[src/rtl/reg_cmd_initiator.sv]
// reg_cmd_initiator: queues load/inc/clr commands, strobes them into a register and checks the read-back.
module reg_cmd_initiator #(
  parameter int WIDTH = 16,
  parameter int DEPTH = 4,
  parameter int AW    = 2
) (
  input  logic             clk,
  input  logic             rst_n,
  input  logic             cmd_valid,
  output logic             cmd_ready,
  input  logic [1:0]       cmd_op,
  input  logic [WIDTH-1:0] cmd_data,
  output logic             reg_load,
  output logic             reg_inc,
  output logic             reg_clr,
  output logic [WIDTH-1:0] reg_indata,
  input  logic [WIDTH-1:0] reg_outdata,
  output logic             busy,
  output logic             mismatch,
  output logic [WIDTH-1:0] expected,
  output logic [15:0]      err_count,
  output logic [AW:0]      level
);
  typedef enum logic [1:0] {IDLE, ISSUE, CHECK} state_t;
  state_t state, state_nx;
  logic [1:0]       op_mem [DEPTH];
  logic [WIDTH-1:0] data_mem [DEPTH];
  logic [AW-1:0]    wr_ptr, rd_ptr;
  logic [1:0]       hold_op;
  logic [WIDTH-1:0] hold_data;
  logic             push, pop, fail;
  assign cmd_ready = rst_n & (level != (AW+1)'(DEPTH));
  // no-ops finish the handshake but never occupy a slot
  assign push = cmd_valid & cmd_ready & (cmd_op != 2'b00);
  assign busy = (state != IDLE) | (level != '0);
  assign fail = (state == CHECK) & (reg_outdata != expected);
  always_comb begin
    state_nx   = state;
    pop        = 1'b0;
    reg_load   = 1'b0;
    reg_inc    = 1'b0;
    reg_clr    = 1'b0;
    reg_indata = '0;
    case (state)
      IDLE: begin
        pop      = level != '0;
        state_nx = pop ? ISSUE : IDLE;
      end
      ISSUE: begin
        reg_load   = hold_op == 2'b01;
        reg_clr    = hold_op == 2'b10;
        reg_inc    = hold_op == 2'b11;
        reg_indata = reg_load ? hold_data : '0;
        state_nx   = CHECK;
      end
      CHECK: begin
        pop      = level != '0;
        state_nx = pop ? ISSUE : IDLE;
      end
      default: state_nx = IDLE;
    endcase
  end
  always_ff @(posedge clk) begin
    if (!rst_n) state <= IDLE;
    else        state <= state_nx;
  end
  always_ff @(posedge clk) begin
    if (push) begin
      op_mem[wr_ptr]   <= cmd_op;
      data_mem[wr_ptr] <= cmd_data;
    end
  end
  always_ff @(posedge clk) begin
    if (!rst_n) begin
      wr_ptr    <= '0;
      rd_ptr    <= '0;
      level     <= '0;
      hold_op   <= 2'b00;
      hold_data <= '0;
      expected  <= '0;
      mismatch  <= 1'b0;
      err_count <= '0;
    end else begin
      if (push) wr_ptr <= wr_ptr + 1'b1;
      if (pop) begin
        rd_ptr    <= rd_ptr + 1'b1;
        hold_op   <= op_mem[rd_ptr];
        hold_data <= data_mem[rd_ptr];
      end
      level <= level + (AW+1)'(push) - (AW+1)'(pop);
      // inc expectation comes from the live pre-increment value, so the register needs no reset
      if (state == ISSUE)
        expected <= hold_op == 2'b01 ? hold_data :
                    hold_op == 2'b11 ? reg_outdata + WIDTH'(1) : '0;
      mismatch <= fail;
      if (fail && err_count != 16'hFFFF) err_count <= err_count + 16'd1;
    end
  end
endmodule

[config.mk]
export PLATFORM = sky130hd
export DESIGN_NAME = reg_cmd_initiator
export DESIGN_NICKNAME = d
export VERILOG_FILES = /design/src/rtl/reg_cmd_initiator.sv
export SDC_FILE = /design/constraint.sdc
export NUM_CORES = 1
export LEC_CHECK = 0
export CAP_MARGIN = 20
export CELL_PAD_IN_SITES_DETAIL_PLACEMENT = 1
export CELL_PAD_IN_SITES_GLOBAL_PLACEMENT = 2
export CORE_MARGIN = 1
export CORE_UTILIZATION = 35
export CTS_CLUSTER_SIZE = 10
export DETAILED_ROUTE_END_ITERATION = 16
export PLACE_DENSITY_LB_ADDON = 0.1
export SLEW_MARGIN = 30
export SYNTH_ARGS = -nofsm -noshare
export SYNTH_HDL_FRONTEND = slang
export SYNTH_SLANG_ARGS = --single-unit
[constraint.sdc]
create_clock -name clk -period 3.54 [get_ports clk]
set_input_delay 0.354 -clock clk [delete_from_list [all_inputs] [get_ports clk]]
set_output_delay 0.354 -clock clk [all_outputs]
set_load 0.05 [all_outputs]
==> summary.md <==
| Metric | Value |
|---|---|
| Post-CTS Resized | `0` |
| Yosys cell types | `51` |
| CP delay by family, top | `buffers and inverters` |
| Total Die Area | `16900 sq um` |
| Slew HR | `0.615` |
| Async S/R FF share, synth | `0` |
| Int Power | `3.12 mW` |
| Drt first pass iters | `4` |
| Comb power frac | `0.231` |
| Worst VDD drop | `0.343 mV` |
| Clk slew on worst S/H paths | `0.06 ns` |
| CP max-delay cell | `clkdlybuf4s50_1` |
| Area Overhead vs Synth | `29.6%` |
| I/O Buffers | `93` |
| Pleak | `2.51 nW` |
| WL/cell | `17.3 um` |
| Post-CTS setup buffers | `0` |
| Row cnt | `46` |
| Root Buffer | `clkbuf_16` |
| Post-Syn Nets | `521` |
| Grt ovf | `0` |
| Post-synthesis sequential area ratio | `0.586` |
| Die Ht | `130 um` |
| CP peak stage delay | `0.87 ns` |
| Pins Over Slew Limit | `0` |
| Least-Margin Pin Slew | `0.577 ns` |
| Vias/cell | `4.95` |
| Max Cap Viol | `0` |
| Layout cells sized above 1 | `0.156` |
| Crit path buf inv count | `2` |
| Top-count cell post-synth | `edfxtp_1` |
| CTS Hold Bufs | `0` |
| Clock power share | `0.355` |
| Detailed placer's ending HPWL | `9.75 mm` |
| Ys Warns | `0` |
| Syn Area/Cell | `12.1 sq um` |
| Outcome | `finished clean` |
| Largest cells by area after synthesis | `edfxtp_1, dfxtp_1, mux4_2, xnor2_1, nand2_1` |
| Routed Antenna Nets | `0` |
| Synth cell count leaders | `edfxtp_1, dfxtp_1, nand2_1, a21oi_1, xnor2_1` |
| CP required | `3.19 ns` |
| Cell taking the most area after synthesis | `edfxtp_1` |
| Number of nets in the layout | `623` |
| Hold path endpoint | `hold_data[2]$_SDFFE_PN0P_` |
| Register share of total power | `0.413` |
| I/O Pins | `94` |
| First-pass GRT wire length | `22.4 mm` |
| Crit Reg-Reg Endpoint | `level[2]$_SDFF_PN0_` |
| FF-to-FF Start | `level[1]$_SDFF_PN0_` |
| CTS tree | `done` |
| Placer Congestion | `0.800` |
| Clock sink count | `132` |
| Initial Utilization | `0.360` |
| Tcrit/Tclk final | `0.762` |
| CP max FO | `20` |
| Antenna Cells | `0` |
| Reg2Reg Depth | `10` |
| Die Span X | `130 um` |
| Overall power | `4.58 mW` |
| Unrepaired setup endpoints after global routing | `no` |
| #FFs+latches synth | `132` |
| Core Box Area | `15900 sq um` |
| Min-Delay Startpoint | `hold_data[2]$_SDFFE_PN0P_` |
| Power per cell area | `616 nW/um^2` |
| WL final | `13.9 mm` |
| Htree depth | `4` |
| Mapped cell area | `5740 sq um` |
| CP cell instances | `nand2b_1 > buf_4 > nor3b_1 > clkdlybuf4s50_1` |
| Antenna violations before repair | `0` |
| Vias in the first global route | `4217` |
| Num CTS Buffers | `17` |
| Switch Pwr | `1.46 mW` |
| Setup Viol. Count Final | `0` |
| 1st-iter DRT viols | `169` |
| FMAX | `371 MHz` |
| Pin count of the biggest net entering global routing | `51` |
| Switching share of power | `0.319` |
| Post-Route Utilization | `0.466` |
| WS Path Type | `flip-flop to output pin` |
| Clk_skew | `0.00881 ns` |
| Tmin final | `2.70 ns` |
| CTS Buffer Depth | `2` |
| Top-area cell type share of the netlist area | `0.377` |
| Total Neg Setup Slack | `0 ns` |
| Hold crit path type | `flip-flop to flip-flop` |
| Setup crit start kind | `flip-flop` |
| GR Util All Layers | `0.179` |
| EDFF count, synth | `72` |
| # DRC | `0` |
| Hold depth | `2` |
| Reg2Reg Setup Slack | `0.95 ns` |
| Vias post-DR | `3993` |
| Post-Synthesis Cells | `475` |
| Clock latency on the worst-skew pair | `0.42 ns` |
| Crit path DAT | `2.34 ns` |
| Endpoints failing hold | `0` |
| Worst setup EP type | `output pin` |
| Leading register cell type out of synthesis | `edfxtp_1` |
cells by family after synthesis:
kind of cell	synth area share
fa+ha+maj	0.0209
flops	0.586
xor+xnor	0.0519
buf+inv	0.0270
mux	0.0811
compound gates	0.0741
simple gates	0.159
state kept, by name, summed over array words and instances, names as in the netlist:
name / cells
hold_op: 2
op_mem: 8
err_count: 16
rd_ptr: 2
wr_ptr: 2
expected: 16
state: 2
mismatch: 1
level: 3
hold_data: 16
data_mem: 64
worst max-delay path by stage:
stage                         from                   to  slack [ns]  cells past startpoint
6_report       state[1]$_SDFF_PN0_              reg_clr        0.84                      4
5_1_grt        state[1]$_SDFF_PN0_              reg_clr        0.74                      4
4_1_cts        state[1]$_SDFF_PN0_              reg_clr        0.82                      4
3_5_place_dp                 rst_n  level[2]$_SDFF_PN0_        0.61                     12
3_3_place_gp                 rst_n  level[2]$_SDFF_PN0_        0.73                     12
2_1_floorplan  level[1]$_SDFF_PN0_  level[2]$_SDFF_PN0_        0.14                     11
worst register-to-register path, cell delays in order, from the launching register on:
cell and delay, ns:
dfxtp_1 0.36, nor3_1 0.28, or2_2 0.39, inv_1 0.13, ha_1 0.29, inv_1 0.04, ha_1 0.18, fa_1 0.38
xnor2_1 0.19, xnor2_1 0.16, nor2_1 0.06
power by group through the flow:
stage	logic [mW]	clock network, mW	registers (mW)
after global routing	1.17	1.73	1.92
after floorplan	0.713	0	1.94
after CTS	1.09	1.67	1.90
after global placement	1.06	0	1.92
final	1.06	1.63	1.89
after detailed placement	1.08	0	1.93
through the flow:
stage                     std cells  hold slack, ns  setup slack, ns  cell area (sq um)
after floorplan                 475           0.432            0.140               5740
after global placement          774           0.445            0.725               6890
after detailed placement        774           0.445            0.614               6890
after CTS                       806           0.457            0.821               7430
after global routing            806           0.478            0.743               7440
final                           806           0.452            0.843               7440
routing by layer:
metal / global-route usage / wire length [um] / vias to the layer above / share of wire
li1: - / - / 1939 / -
met1: 0.216 / 6150 / 1967 / 0.44
met2: 0.309 / 7040 / 73 / 0.51
met3: 0.0402 / 545 / 14 / 0.039
met4: 0.0718 / 193 / 0 / 0.014
met5: 0 / 0 / - / 0
cells in the final DEF, fill, tap and decap left out, drive strengths merged, types with 9 or more instances in the layout:
| cell | Yosys | final |
|---|---|---|
| nor2 | 22 | 22 |
| a221oi | 9 | 9 |
| clkbuf | 13 | 17 |
| nand2 | 56 | 56 |
| xnor2 | 30 | 30 |
| edfxtp | 72 | 72 |
| clkdlybuf4s50 | 0 | 75 |
| nand4 | 11 | 11 |
| and2 | 24 | 24 |
| mux4 | 18 | 18 |
| nand3 | 11 | 11 |
| or3 | 9 | 9 |
| dfxtp | 60 | 60 |
| buf | 9 | 30 |
| o21ai | 11 | 11 |
| a21oi | 36 | 36 |
| inv | 16 | 22 |
layout make-up:
type | count | area (sq um)
Fill cell | 1704 | 8510
Sequential cell | 132 | 3360
Multi-Input combinational cell | 305 | 2220
Timing Repair Buffer | 105 | 976
Clock buffer | 17 | 425
Tap cell | 216 | 270
Clock inverter | 15 | 119
Inverter | 16 | 60.1
(Power assumes the default switching activity.)
